## src/rtl/bit_bus_pkg.sv

```systemverilog
// rtl/bit_bus_pkg.sv - opcodes, FSM state encoding and read-latency range for the bit bus master
// Shared by bit_bus_master and bit_bus_rmw_alu.
package bit_bus_pkg;

   localparam logic [2:0] OP_READ  = 3'd0;
   localparam logic [2:0] OP_WRITE = 3'd1;
   localparam logic [2:0] OP_SET   = 3'd2;
   localparam logic [2:0] OP_CLR   = 3'd3;
   localparam logic [2:0] OP_TGL   = 3'd4;

   localparam int RD_LAT_MIN = 1;
   localparam int RD_LAT_MAX = 4;

   typedef enum logic [2:0] {
      ST_IDLE     = 3'd0,
      ST_RD_ISSUE = 3'd1,
      ST_RD_WAIT  = 3'd2,
      ST_WR_ISSUE = 3'd3,
      ST_RSP      = 3'd4
   } state_t;

   // Value of the wait counter in the last RD_WAIT cycle (counter starts at 0 on entry).
   function automatic logic [1:0] wait_last(input int lat);
      return (lat > 1) ? 2'(lat - 2) : 2'd0;
   endfunction

endpackage

```

## src/rtl/bit_bus_rmw_alu.sv

```systemverilog
// rtl/bit_bus_rmw_alu.sv - new bit value for SET/CLR/TGL from the bit just read
// Purely combinational; only instantiated when BIT_BUS_RMW_EN is defined.
module bit_bus_rmw_alu
   import bit_bus_pkg::*;
(
   input  logic [2:0] op,
   input  logic       rd,
   output logic       wr
);

   always_comb begin
      wr = rd;
      case (op)
         OP_SET:  wr = 1'b1;
         OP_CLR:  wr = 1'b0;
         OP_TGL:  wr = ~rd;
         default: wr = rd;
      endcase
   end

endmodule

```

## src/rtl/bit_bus_master.sv

```systemverilog
// rtl/bit_bus_master.sv - bit-peripheral bus initiator: one core request -> timed bus strobes -> one response
// Define BIT_BUS_RMW_EN to execute SET/CLR/TGL as read-modify-write; otherwise they are rejected.
module bit_bus_master
   import bit_bus_pkg::*;
#(
   parameter int          RD_LATENCY   = 1,
   parameter logic [15:0] BIT_ADDR_MAX = 16'h00FF
) (
   input  logic        CLK,
   input  logic        RST,
   input  logic        REQ_VALID,
   output logic        REQ_READY,
   input  logic [2:0]  REQ_OP,
   input  logic [15:0] REQ_ADDR,
   input  logic        REQ_DATA,
   output logic        RSP_VALID,
   output logic        RSP_DATA,
   output logic        RSP_ERR,
   output logic        BIT_EN,
   output logic        BIT_WE,
   output logic        BIT_READ,
   output logic        BIT_WRITE,
   output logic [15:0] BIT_InADDR,
   input  logic        BIT_InDATA,
   output logic [15:0] BIT_OutADDR,
   output logic        BIT_OutDATA
);

   localparam int LAT = (RD_LATENCY < RD_LAT_MIN) ? RD_LAT_MIN :
                        ((RD_LATENCY > RD_LAT_MAX) ? RD_LAT_MAX : RD_LATENCY);
   localparam logic [1:0] WAIT_LAST = wait_last(LAT);

   state_t      state;
   logic        ready_q;
   logic        rsp_valid_q;
   logic        rsp_data_q;
   logic        rsp_err_q;
   logic        en_q;
   logic        we_q;
   logic        read_q;
   logic        write_q;
   logic [15:0] in_addr_q;
   logic [15:0] out_addr_q;
   logic        out_data_q;
   logic [1:0]  wait_cnt;
   logic        req_ok;
   logic        read_done;

`ifdef BIT_BUS_RMW_EN
   logic [2:0]  op_q;
   logic        rmw_bit;

   // Fed straight from BIT_InDATA so the write can issue the cycle after sampling.
   bit_bus_rmw_alu u_rmw_alu (
      .op (op_q),
      .rd (BIT_InDATA),
      .wr (rmw_bit)
   );

   assign req_ok = (REQ_OP <= OP_TGL) && (REQ_ADDR <= BIT_ADDR_MAX);
`else
   assign req_ok = (REQ_OP <= OP_WRITE) && (REQ_ADDR <= BIT_ADDR_MAX);
`endif

   // With latency 1 the data is sampled at the end of the issue cycle itself.
   assign read_done = (LAT == 1) ? (state == ST_RD_ISSUE)
                                 : ((state == ST_RD_WAIT) && (wait_cnt == WAIT_LAST));

   always_ff @(posedge CLK or posedge RST) begin
      if (RST) begin
         state       <= ST_IDLE;
         ready_q     <= 1'b0;
         rsp_valid_q <= 1'b0;
         rsp_data_q  <= 1'b0;
         rsp_err_q   <= 1'b0;
         en_q        <= 1'b0;
         we_q        <= 1'b0;
         read_q      <= 1'b0;
         write_q     <= 1'b0;
         in_addr_q   <= 16'h0000;
         out_addr_q  <= 16'h0000;
         out_data_q  <= 1'b0;
         wait_cnt    <= 2'd0;
`ifdef BIT_BUS_RMW_EN
         op_q        <= OP_READ;
`endif
      end else begin
         en_q        <= 1'b0;
         we_q        <= 1'b0;
         read_q      <= 1'b0;
         write_q     <= 1'b0;
         rsp_valid_q <= 1'b0;
         rsp_err_q   <= 1'b0;
         case (state)
            ST_IDLE: begin
               if (REQ_VALID && ready_q) begin
                  ready_q <= 1'b0;
`ifdef BIT_BUS_RMW_EN
                  op_q    <= REQ_OP;
`endif
                  if (!req_ok) begin
                     state       <= ST_RSP;
                     rsp_valid_q <= 1'b1;
                     rsp_err_q   <= 1'b1;
                     rsp_data_q  <= 1'b0;
                  end else if (REQ_OP == OP_WRITE) begin
                     state      <= ST_WR_ISSUE;
                     en_q       <= 1'b1;
                     we_q       <= 1'b1;
                     write_q    <= 1'b1;
                     out_addr_q <= REQ_ADDR;
                     out_data_q <= REQ_DATA;
                  end else begin
                     state     <= ST_RD_ISSUE;
                     en_q      <= 1'b1;
                     read_q    <= 1'b1;
                     in_addr_q <= REQ_ADDR;
                  end
               end else begin
                  ready_q <= 1'b1;
               end
            end
            ST_RD_ISSUE, ST_RD_WAIT: begin
               if (read_done) begin
`ifdef BIT_BUS_RMW_EN
                  if (op_q != OP_READ) begin
                     state      <= ST_WR_ISSUE;
                     en_q       <= 1'b1;
                     we_q       <= 1'b1;
                     write_q    <= 1'b1;
                     out_addr_q <= in_addr_q;
                     out_data_q <= rmw_bit;
                  end else
`endif
                  begin
                     state       <= ST_RSP;
                     rsp_valid_q <= 1'b1;
                     rsp_data_q  <= BIT_InDATA;
                  end
               end else begin
                  state    <= ST_RD_WAIT;
                  wait_cnt <= (state == ST_RD_ISSUE) ? 2'd0 :
                              ((wait_cnt == 2'd3) ? wait_cnt : wait_cnt + 2'd1);
               end
            end
            ST_WR_ISSUE: begin
               state       <= ST_RSP;
               rsp_valid_q <= 1'b1;
               rsp_data_q  <= out_data_q;
            end
            ST_RSP: begin
               state   <= ST_IDLE;
               ready_q <= 1'b1;
            end
            default: begin
               state   <= ST_IDLE;
               ready_q <= 1'b0;
            end
         endcase
      end
   end

   assign REQ_READY   = ready_q;
   assign RSP_VALID   = rsp_valid_q;
   assign RSP_DATA    = rsp_data_q;
   assign RSP_ERR     = rsp_err_q;
   assign BIT_EN      = en_q;
   assign BIT_WE      = we_q;
   assign BIT_READ    = read_q;
   assign BIT_WRITE   = write_q;
   assign BIT_InADDR  = in_addr_q;
   assign BIT_OutADDR = out_addr_q;
   assign BIT_OutDATA = out_data_q;

endmodule

```

## config.mk

```make
export PLATFORM = sky130hd
export DESIGN_NAME = bit_bus_master
export DESIGN_NICKNAME = d
export VERILOG_FILES = /design/src/rtl/bit_bus_pkg.sv /design/src/rtl/bit_bus_rmw_alu.sv /design/src/rtl/bit_bus_master.sv
export SDC_FILE = /design/constraint.sdc
export NUM_CORES = 1
export LEC_CHECK = 0
export BUFFER_PORTS_ARGS = -buffer_cell sky130_fd_sc_hd__clkbuf_2
export CORE_ASPECT_RATIO = 2
export CORE_MARGIN = 4
export CORE_UTILIZATION = 40
export DETAILED_ROUTE_END_ITERATION = 7
export PLACE_DENSITY = 0.7
export SLEW_MARGIN = 20
export SYNTH_ARGS = -nofsm -noshare
export SYNTH_HDL_FRONTEND = slang
export SYNTH_SLANG_ARGS = --single-unit
```

## constraint.sdc

```tcl
create_clock -name CLK -period 1.6 [get_ports CLK]
set_input_delay 0.32 -clock CLK [delete_from_list [all_inputs] [get_ports CLK]]
set_output_delay 0.32 -clock CLK [all_outputs]
set_load 0.03 [all_outputs]
```

* Word-level counts from Yosys, hierarchy flattened
Index checks and enable logic that the tools add are counted.
W data, S select, Z words.
** Storage, ports and cells
- Register bits after elaboration :: 43
- Bits of input ports :: 24
- Output and inout port bits :: 41
- Logic and storage cells :: 58
** Cells by class
- $lt $le $gt $ge :: 2
- Equal/unequal tests :: 8
- Mux-type cells :: 27
- Bitwise logic cells :: 1
- Reduce and logical (&&, ||, !) cells :: 9
** Operators with widths (number)
- $mux W1 :: 19
- $le A16 B8 Y1 const B :: 1
- $reduce_and A4 Y1 :: 3
- $mux W3 :: 3
- $pmux W1 S3 :: 3
- $pmux W3 S3 :: 1
- $eq A3 B1 Y1 const B :: 2
- $eq A3 B2 Y1 const B :: 2
- $ne A2 B2 Y1 const B :: 3
- $eq A3 B3 Y1 const B :: 1
- $le A3 B1 Y1 const B :: 1
- $logic_not A3 Y1 :: 1
- $reduce_bool A3 Y1 :: 1
- $reduce_or A3 Y1 :: 1
- $logic_and A1 B1 Y1 :: 2
- $mux W2 :: 1
- $reduce_or A2 Y1 :: 1
- $not A1 Y1 :: 1

* Logic depth before layout (Yosys ltp)
Gate-level depths: netlist (run 1).
- Word-level depth :: 5
- Depth in mapped cells :: 6
- Mapped depth without buffers :: 4

* Least setup slack after synthesis (run 1)
OpenSTA, ideal clock, no wires.
- Path type :: reg2reg
- From :: register state[1]
- To :: register in_addr_q[0] (netlist: BIT_InADDR[0])
- Library setup time :: 0.125 ns
- Arrival :: 1.615 ns
- Data required time :: 1.475 ns
- Slack :: -0.140 ns
- Stages on the path, launching flop included :: 7
- Path buffers :: 2
- Period minus slack after synthesis :: 1.740 ns
- Cell sequence :: dfrtp_1 > nor3_4 > and4_4 > and4b_1 > buf_6 > buf_8 > mux2_4
** Between the ends
- Word-level cells in the longest chain between the ends :: 2
** Ends and longest elaborated chain
- start, declared :: line bit_bus_master.sv:33 : state_t state;
- start signal, assigned :: line bit_bus_master.sv:71 : state <= ST_IDLE;
- start signal, assigned :: line bit_bus_master.sv:102 : state <= ST_RSP;
- start signal, assigned :: line bit_bus_master.sv:107 : state <= ST_WR_ISSUE;
- $logic_not A3 Y1 :: line bit_bus_master.sv:94 : case (state)
- $reduce_and A4 Y1 (no line)
- end signal, assigned :: line bit_bus_master.sv:80 : in_addr_q <= 16'h0000;
- end signal, assigned :: line bit_bus_master.sv:117 : in_addr_q <= REQ_ADDR;
- end, declared :: line bit_bus_master.sv:42 : logic [15:0] in_addr_q;
Every way passes these cells.
A chain may end at the register's enable or synchronous reset.

* Worst setup path in the final report (run 1)
- From :: register state[1]
- To :: register in_addr_q[3] (netlist: BIT_InADDR[3])
The elaborated chain is that of the path after synthesis.

==> results of run 1 <==
## placed cells by master (no fill, tap or decap), types with 3 or more instances in the layout
cell      synthesis  layout
dfrtp_1          43      43
nor2b_1          10      10
clkbuf_2          0      64
buf_4             1      15
mux2_2           13      11
nand2_1           3       3
clkbuf_8          0       5
a21oi_1           4       4
nor2_1            6       6
and2_1            8       7
and3_1            3       3
mux2_4            4       6
## per-layer routing
layer | global-route usage, % | vias up | share of wire, %
met4 | 7.087 | 0 | 2.2
met1 | 19.18 | 583 | 37
met2 | 25.42 | 50 | 54
met3 | 2.823 | 9 | 5.7
li1 | - | 564 | -
met5 | 0 | - | 0
## registers in the layout (all words and copies together), names as in the netlist
| register | cells |
|---|---|
| BIT_EN | 1 |
| BIT_InADDR | 16 |
| BIT_OutADDR | 16 |
| BIT_OutDATA | 1 |
| BIT_READ | 1 |
| BIT_WRITE | 1 |
| REQ_READY | 1 |
| RSP_DATA | 1 |
| RSP_ERR | 1 |
| RSP_VALID | 1 |
| state | 3 |
## power by group
group	switching, uW	internal, uW	leakage, uW
combinational	93.2	61.1	0.000659
sequential	7.86	1100	0.000594
clock	385	312	0.0000443
## logic make-up (layout without fill, tap and decap cells)
kind of cell | Yosys count | after routing | synth area share (%)
buf+inv | 6 | 92 | 3.118
simple gates | 43 | 43 | 18.19
flops | 43 | 43 | 63.85
compound gates | 7 | 7 | 2.599
mux | 17 | 17 | 12.25
## through the flow
stage	TNS (ns)	cells	hold WS (ns)	utilization (%)	total power, uW
after floorplan	-0.5851	116	0.4681	-	1199
after global routing	-2.859	254	0.1546	56.11	2050
after detailed placement	-2.352	241	0.4582	52.25	1278
final	-1.291	254	0.1238	56.11	1958
after global placement	-1.193	241	0.4410	52.25	1273
after CTS	-0.8436	252	0.1371	55.59	1981
## cells in the mapped netlist (all sizes together)
cell type  instances  share of area (%)
nand4              1                1.3
and4b              1               0.59
and3               3                1.1
a21oi              4                1.2
inv                2               0.45
and2               8                3.0
nand2              3               0.67
and4               1               0.67
nand3              2               0.59
nor3b              1               0.45
mux2              17                 12
nor3               3                1.6
dfrtp             43                 64
buf                4                2.7
a211o              1               0.52
a31oi              1               0.37
nor4               2                2.5
nor2               6                1.3
or2                2               0.74
nor2b             10                3.7
a41oi              1               0.52
## how the worst min path moves through the flow
stage	endpoint	slack [ns]	depth (start not counted)
global placement	BIT_OutADDR[12]$_DFFE_PP0P_	0.44	3
floorplan	BIT_InADDR[0]$_DFFE_PP0P_	0.47	1
CTS	BIT_InADDR[4]$_DFFE_PP0P_	0.14	3
detailed placement	state[2]$_DFFE_PP0N_	0.46	3
global route	BIT_InADDR[4]$_DFFE_PP0P_	0.15	3
finish	BIT_OutADDR[0]$_DFFE_PP0P_	0.12	3
## final cells by class
class	count	area (um^2)	share of cell area, %
flip-flops and latches	43	1076	46.92
multi-input cells	67	566.8	24.71
inverters	2	7.507	0.3273
clock inverters	3	25.02	1.091
repair buffers	82	484.2	21.11
well taps	52	65.06	2.837
clock buffers	5	68.82	3.001
## tightest hold or removal path, stage by stage
cell and delay, ns:
clkbuf_2 0.08, clkinv_1 0.03, buf_4 0.44
## timing repair
item / 4_1_cts / 5_1_grt
setup buffers: 3 / 2
hold buffers: 0 / 0
pin swaps: 2 / 2
gates resized for setup: 2 / 2
endpoints found under the setup margin: 26 / 25
==> impl_metrics.ini, run 1 <==
[worst_setup_path]
path_buf_inv = 1
cp.depth = 5
cp_slowest_cell = dfrtp_1
arrival_ns = 1.90
startpoint_type = flop
endpoint = BIT_InADDR[3]$_DFFE_PP0P_
worstSetupStartpoint = state[1]$_DFFE_PP0N_
cp_cell_sequence = nor3_4 -> and4_4 -> and4b_1 -> buf_12 -> mux2_2
crit_family = simple AND/OR/NAND/NOR gates
reg2reg_from = state[1]$_DFFE_PP0N_
max_stage_delay_ns = 0.42
r2r_end = BIT_InADDR[3]$_DFFE_PP0P_
r2r_cells = 5
critPathRequiredTime_ns = 1.79
cp-end-kind = flop
r2r_slack_ns = -0.11
worstPathMaxFanout = 10
crit_type = reg2reg

[routing]
num_vias = 1206
ant_nets = 0
drc = 0
avgViaCountPerCell = 4.748
first_pass_iters = 4
wirelength_mm = 3.654
wl_per_cell_um = 14.39
drt_iter0_drc = 19

[global_route]
track_usage_pct = 15.54
grt_pass1_wl_mm = 6.120
grt_overflow_total = 0
antenna_found_initial = 0
grt_pass1_vias = 1285
grt_max_degree = 44

[job]
maxCapViolCount = 0

[die]
rows = 33
ioPinCount = 65
initial_core_util_pct = 41.23
die_w_um = 53.90
die_h_um = 99.80
design.core.area_um2 = 4088
dieArea_um2 = 5379

[run_status]
violations = negative setup slack
status = complete, but fails checks

[cts]
cts_tree = done
cts_buffer_depth = 2
htreeDepth = 2
clock_latency_ns = 0.29
clk_pin_slew_worst_paths_ns = 0.09
root_buffer = clkbuf_8
cts_buffers = 5
clock-sinks = 43

[min_path]
hold_class = in2async

[final_layout]
antenna_cells = 0
drive_above_1_share_pct = 56.93
n_fill_cell = 359
area_growth_pct = 36.08
nNetsFinal = 225
finalInstanceArea_um2 = 2293

[placement]
placed_area_um2 = 2136
dp_worst_setup_slack_ns = -0.1699
io_buffers = 64
place.gp.congestion = 0.8905
hpwl_mm = 2.738

[synthesis]
yosysWarnings = 0
syn_area_um2 = 1685
synth.avg_cell_area_um2 = 14.53
ys_seq_area_share_pct = 63.85
synthesis.nets = 140
syn-instance-count = 116
synth_cell_types = 25
ys_seq_elements = 43

[sta]
hold_viol = 0
drv_slew = 0
fin_crit_sh_pct = 107.0
skew_ns = 0.01142
rsz0062_at_grt = true
relSlewSlack_pct = 65.36
fin_ws_ns = -0.1117
max_freq_ghz = 0.5842
setup_violations = 20
worst_pin_slew_ns = 0.5196
min_period_ns = 1.712

[power_and_ir_drop]
peakVddDrop_mv = 0.6094
p_leak_uw = 0.001297
power.density_nw_per_um2 = 853.8
Note: power is estimated with default switching activity, not from simulation.
==> run 2: changes to the inputs <==
--- a/config.mk
+++ b/config.mk
@@ -9,8 +9,10 @@
 export CORE_ASPECT_RATIO = 2
 export CORE_MARGIN = 4
 export CORE_UTILIZATION = 40
+export CTS_CLUSTER_DIAMETER = 60
 export DETAILED_ROUTE_END_ITERATION = 7
 export PLACE_DENSITY = 0.7
+export SKIP_LAST_GASP = 1
 export SLEW_MARGIN = 20
 export SYNTH_ARGS = -nofsm -noshare
 export SYNTH_HDL_FRONTEND = slang
==> impl_metrics.ini, run 2 (synthesis results as in run 1) <==
[run_status]
status = complete, but fails checks
violations = negative setup slack

[global_route]
grt_max_degree = 44
grt_util_met2_pct = 25.42
track_usage_pct = 15.51
top_usage_layer = met2
grt_pass1_vias = 1287
grt.met3_usage_pct = 2.823
antenna_found_initial = 0
use_met1_pct = 19.09
grt_pass1_wl_mm = 6.113
grt_overflow_total = 0

[final_layout]
antenna_cells = 0
layout_common_cells = 64 x clkbuf_2, 43 x dfrtp_1, 15 x buf_4
instances_no_fill = 254
finalInstanceArea_um2 = 2286
final_util_pct = 55.92
area_growth_pct = 35.63
layout_commonest_cell = clkbuf_2
drive_above_1_share_pct = 56.93
nNetsFinal = 225

[sta]
setup_violations = 20
worst_pin_slew_ns = 0.5177
rsz0062_at_grt = true
fin_ws_ns = -0.1112
relSlewSlack_pct = 65.49
drv_slew = 0
hold_viol = 0
fin_setup_tns_ns = -1.304
max_freq_ghz = 0.5844
skew_ns = 0.01196
fin_crit_sh_pct = 106.9
min_period_ns = 1.711

[cts]
htreeDepth = 2
cts_buffers = 5
clock_latency_ns = 0.29
cts_tree = done
root_buffer = clkbuf_8
clock-sinks = 43
clk_pin_slew_worst_paths_ns = 0.09
cts_buffer_depth = 2

[worst_setup_path]
critPathRequiredTime_ns = 1.78
worstPathMaxFanout = 10
startpoint_type = flop
cp-end-kind = flop
arrival_ns = 1.90
crit_type = reg2reg

[placement]
hpwl_mm = 2.738
io_buffers = 64
dp_worst_setup_slack_ns = -0.1699
place.gp.congestion = 0.8905
dp.cells = 241
placed_area_um2 = 2136

[die]
die_h_um = 99.80
design.core.area_um2 = 4088
initial_core_util_pct = 41.23
dieArea_um2 = 5379
rows = 33
ioPinCount = 65
die_w_um = 53.90

[routing]
wl_per_cell_um = 14.39
wirelength_mm = 3.655
ant_nets = 0
first_pass_iters = 4
num_vias = 1213
drt_iter0_drc = 21
avgViaCountPerCell = 4.776
drc = 0

[job]
maxCapViolCount = 0

[power_and_ir_drop]
p_leak_uw = 0.001295
power.density_nw_per_um2 = 856.8
peakVddDrop_mv = 0.6085

[min_path]
hold_class = in2async
run 2: cell counts in the layout (fill, tap and decap cells not counted):
No cell type changed its count.
run 2: layout make-up:
type / count / area [um^2]
clock buffer: 5 / 68.82
clock inverter: 3 / 25.02
fill: 360 / 1802
inverter: 2 / 7.507
multi-input combinational: 67 / 559.3
sequential: 43 / 1076
tap: 52 / 65.06
timing repair buffer: 82 / 484.2
run 2: metrics by stage:
step,hold WS [ns],total power [uW]
after detailed placement,0.4582,1278
after CTS,0.1371,1981
final,0.1219,1959
after floorplan,0.4681,1199
after global placement,0.4410,1273
after global routing,0.1546,2050
run 2: critical path, stage by stage, from the launching register on:
cell and delay [ns]:
dfrtp_1 0.42, nor3_4 0.22, and4_4 0.25, and4b_1 0.24, buf_12 0.14, mux2_2 0.33
run 2: path summary, 6_finish.rpt:
path                                             from                    endpoint  slack (ns)  cells past startpoint
min reg2reg                BIT_OutADDR[8]$_DFFE_PP0P_  BIT_OutADDR[8]$_DFFE_PP0P_        0.49                      1
max reg2reg                      state[1]$_DFFE_PP0N_   BIT_InADDR[6]$_DFFE_PP0P_       -0.11                      5
max                              state[1]$_DFFE_PP0N_   BIT_InADDR[6]$_DFFE_PP0P_       -0.11                      5
min                                               RST  BIT_OutADDR[0]$_DFFE_PP0P_        0.12                      3
min in group CLK                             REQ_DATA     BIT_OutDATA$_DFFE_PP0P_        0.26                      2
max in group asynchronous                         RST  BIT_OutADDR[8]$_DFFE_PP0P_        1.12                      3
run 2: report_power, final:
part           total (uW)  internal (uW)  leakage [uW]  switching, uW
sequential           1110           1100      0.000594           7.83
combinational         154           60.8      0.000657           93.4
clock                 698            312     0.0000443            386
run 2: routing by layer:
metal / vias up / wire [um]
met5: - / 0
met4: 0 / 81
met3: 9 / 211
met2: 50 / 2004
met1: 590 / 1357
li1: 564 / -
run 2: timing repair:
| action | CTS | global route |
|---|---|---|
| resized for setup | 0 | 2 |
| hold buffers | 0 | 0 |
| buffers inserted | 3 | 2 |
| setup endpoints to repair | 26 | 25 |
| pin swaps | 2 | 2 |
==> run 3: changes to the inputs <==
--- a/config.mk
+++ b/config.mk
@@ -11,6 +11,7 @@
 export CORE_UTILIZATION = 40
 export CTS_CLUSTER_DIAMETER = 60
 export DETAILED_ROUTE_END_ITERATION = 7
+export GPL_TIMING_DRIVEN = 0
 export PLACE_DENSITY = 0.7
 export SKIP_LAST_GASP = 1
 export SLEW_MARGIN = 20
==> impl_metrics.ini, run 3 (synthesis results as in run 1) <==
[run_status]
status = complete, but fails checks
violations = negative setup slack

[min_path]
hold_class = in2reg
min_to = BIT_OutDATA$_DFFE_PP0P_
hp-start = REQ_DATA
hold_depth = 2

[sta]
fin_setup_tns_ns = -1.611
relSlewSlack_pct = 67.09
worst_pin_slew_ns = 0.4925
rsz0062_at_grt = true
drv_slew = 0
fin_ws_ns = -0.1425
whs_ns = 0.2759
min_period_ns = 1.742
skew_ns = 0.005652
setup_violations = 14
max_freq_ghz = 0.5739
fin_crit_sh_pct = 108.9
hold_viol = 0

[routing]
wirelength_mm = 3.502
ant_nets = 0
wl_per_cell_um = 13.90
first_pass_iters = 2
drc = 0
num_vias = 1188
avgViaCountPerCell = 4.714
drt_iter0_drc = 3

[die]
die_h_um = 99.80
ioPinCount = 65
dieArea_um2 = 5379
initial_core_util_pct = 41.23
rows = 33
die_w_um = 53.90
design.core.area_um2 = 4088

[final_layout]
final_util_pct = 56.78
layout_common_cells = 64 x clkbuf_2, 40 x dfrtp_1, 10 x mux2_4
antenna_cells = 0
nNetsFinal = 223
layout_commonest_cell = clkbuf_2
area_growth_pct = 37.71
drive_above_1_share_pct = 57.50

[placement]
place.gp.congestion = 0.7673
io_buffers = 64
hpwl_mm = 2.574
dp_worst_setup_slack_ns = -0.2976

[global_route]
track_usage_pct = 14.83
grt_pass1_wl_mm = 5.885
grt_max_degree = 35
grt_pass1_vias = 1261
grt_overflow_total = 0
antenna_found_initial = 0

[cts]
cts_buffer_depth = 2
clock_latency_ns = 0.28
root_buffer = clkbuf_8
cts_tree = done
clock-sinks = 43
htreeDepth = 2
clk_pin_slew_worst_paths_ns = 0.08
cts_buffers = 5

[worst_setup_path]
critPathRequiredTime_ns = 1.76
r2r_cells = 6
r2r_end = BIT_InADDR[1]$_DFFE_PP0P_
startpoint_type = flop
worstPathMaxFanout = 4
r2r_slack_ns = -0.14
cp-end-kind = flop
reg2reg_from = state[0]$_DFFE_PP0N_
arrival_ns = 1.91
crit_type = reg2reg

[power_and_ir_drop]
power.density_nw_per_um2 = 815.8
p_leak_uw = 0.001292
peakVddDrop_mv = 0.6860

[job]
maxCapViolCount = 0
-- run 3: repair_timing --
action | 4_1_cts | 5_1_grt
endpoints found under the setup margin | 33 | 24
endpoints found under the hold margin | 9 | 0
resized for setup | 9 | 4
pin swaps | 2 | 2
buffers inserted | 8 | 3
hold buffers | 1 | 0
-- run 3: power by group --
part	internal [uW]	leakage, uW	switching (uW)
logic	63.0	0.000661	88.4
clock network	306	0.0000422	325
registers	1100	0.000589	11.5
total	1470	0.00129	425
-- run 3: layout make-up --
type / instances / area (um^2)
fill: 358 / 1767
multi-input combinational: 67 / 584.3
tap: 52 / 65.06
buffer: 4 / 45.04
timing repair buffer: 76 / 457.9
sequential: 43 / 1080
clock buffer: 7 / 76.32
inverter: 2 / 7.507
clock inverter: 1 / 5.005
-- run 3: per-stage QoR --
step	area, um^2	cells	power, uW
5_1_grt	2321	252	1989
3_3_place_gp	2071	232	1258
4_1_cts	2293	250	1921
2_1_floorplan	1685	116	1199
3_5_place_dp	2091	233	1269
6_report	2321	252	1894
-- run 3: metal layers --
layer | part of all wire [%] | vias to the layer above | global-route usage [%]
li1 | - | 566 | -
met4 | 1.2 | 0 | 6.496
met1 | 35 | 576 | 16.62
met3 | 6.7 | 4 | 4.012
met5 | 0 | - | 0
met2 | 57 | 42 | 25.14
-- run 3: worst max path at each step --
stage                                    start                   endpoint  slack [ns]  cells past startpoint
after global routing      state[0]$_DFFE_PP0N_  BIT_InADDR[1]$_DFFE_PP0P_       -0.18                      6
final                     state[0]$_DFFE_PP0N_  BIT_InADDR[1]$_DFFE_PP0P_       -0.14                      6
after detailed placement  state[1]$_DFFE_PP0N_  BIT_InADDR[1]$_DFFE_PP0P_       -0.30                      6
after global placement    state[1]$_DFFE_PP0N_  BIT_InADDR[0]$_DFFE_PP0P_       -0.27                      6
after floorplan           state[1]$_DFFE_PP0N_  BIT_InADDR[0]$_DFFE_PP0P_       -0.14                      6
after CTS                 state[2]$_DFFE_PP0N_  BIT_InADDR[0]$_DFFE_PP0P_       -0.15                      6
-- run 3: worst max-delay path: stages (launching register included) --
cell     delay [ns]
dfrtp_2        0.43
nor3_4         0.19
and4_4         0.26
and4b_1        0.21
buf_6          0.13
buf_8          0.11
mux2_4         0.29
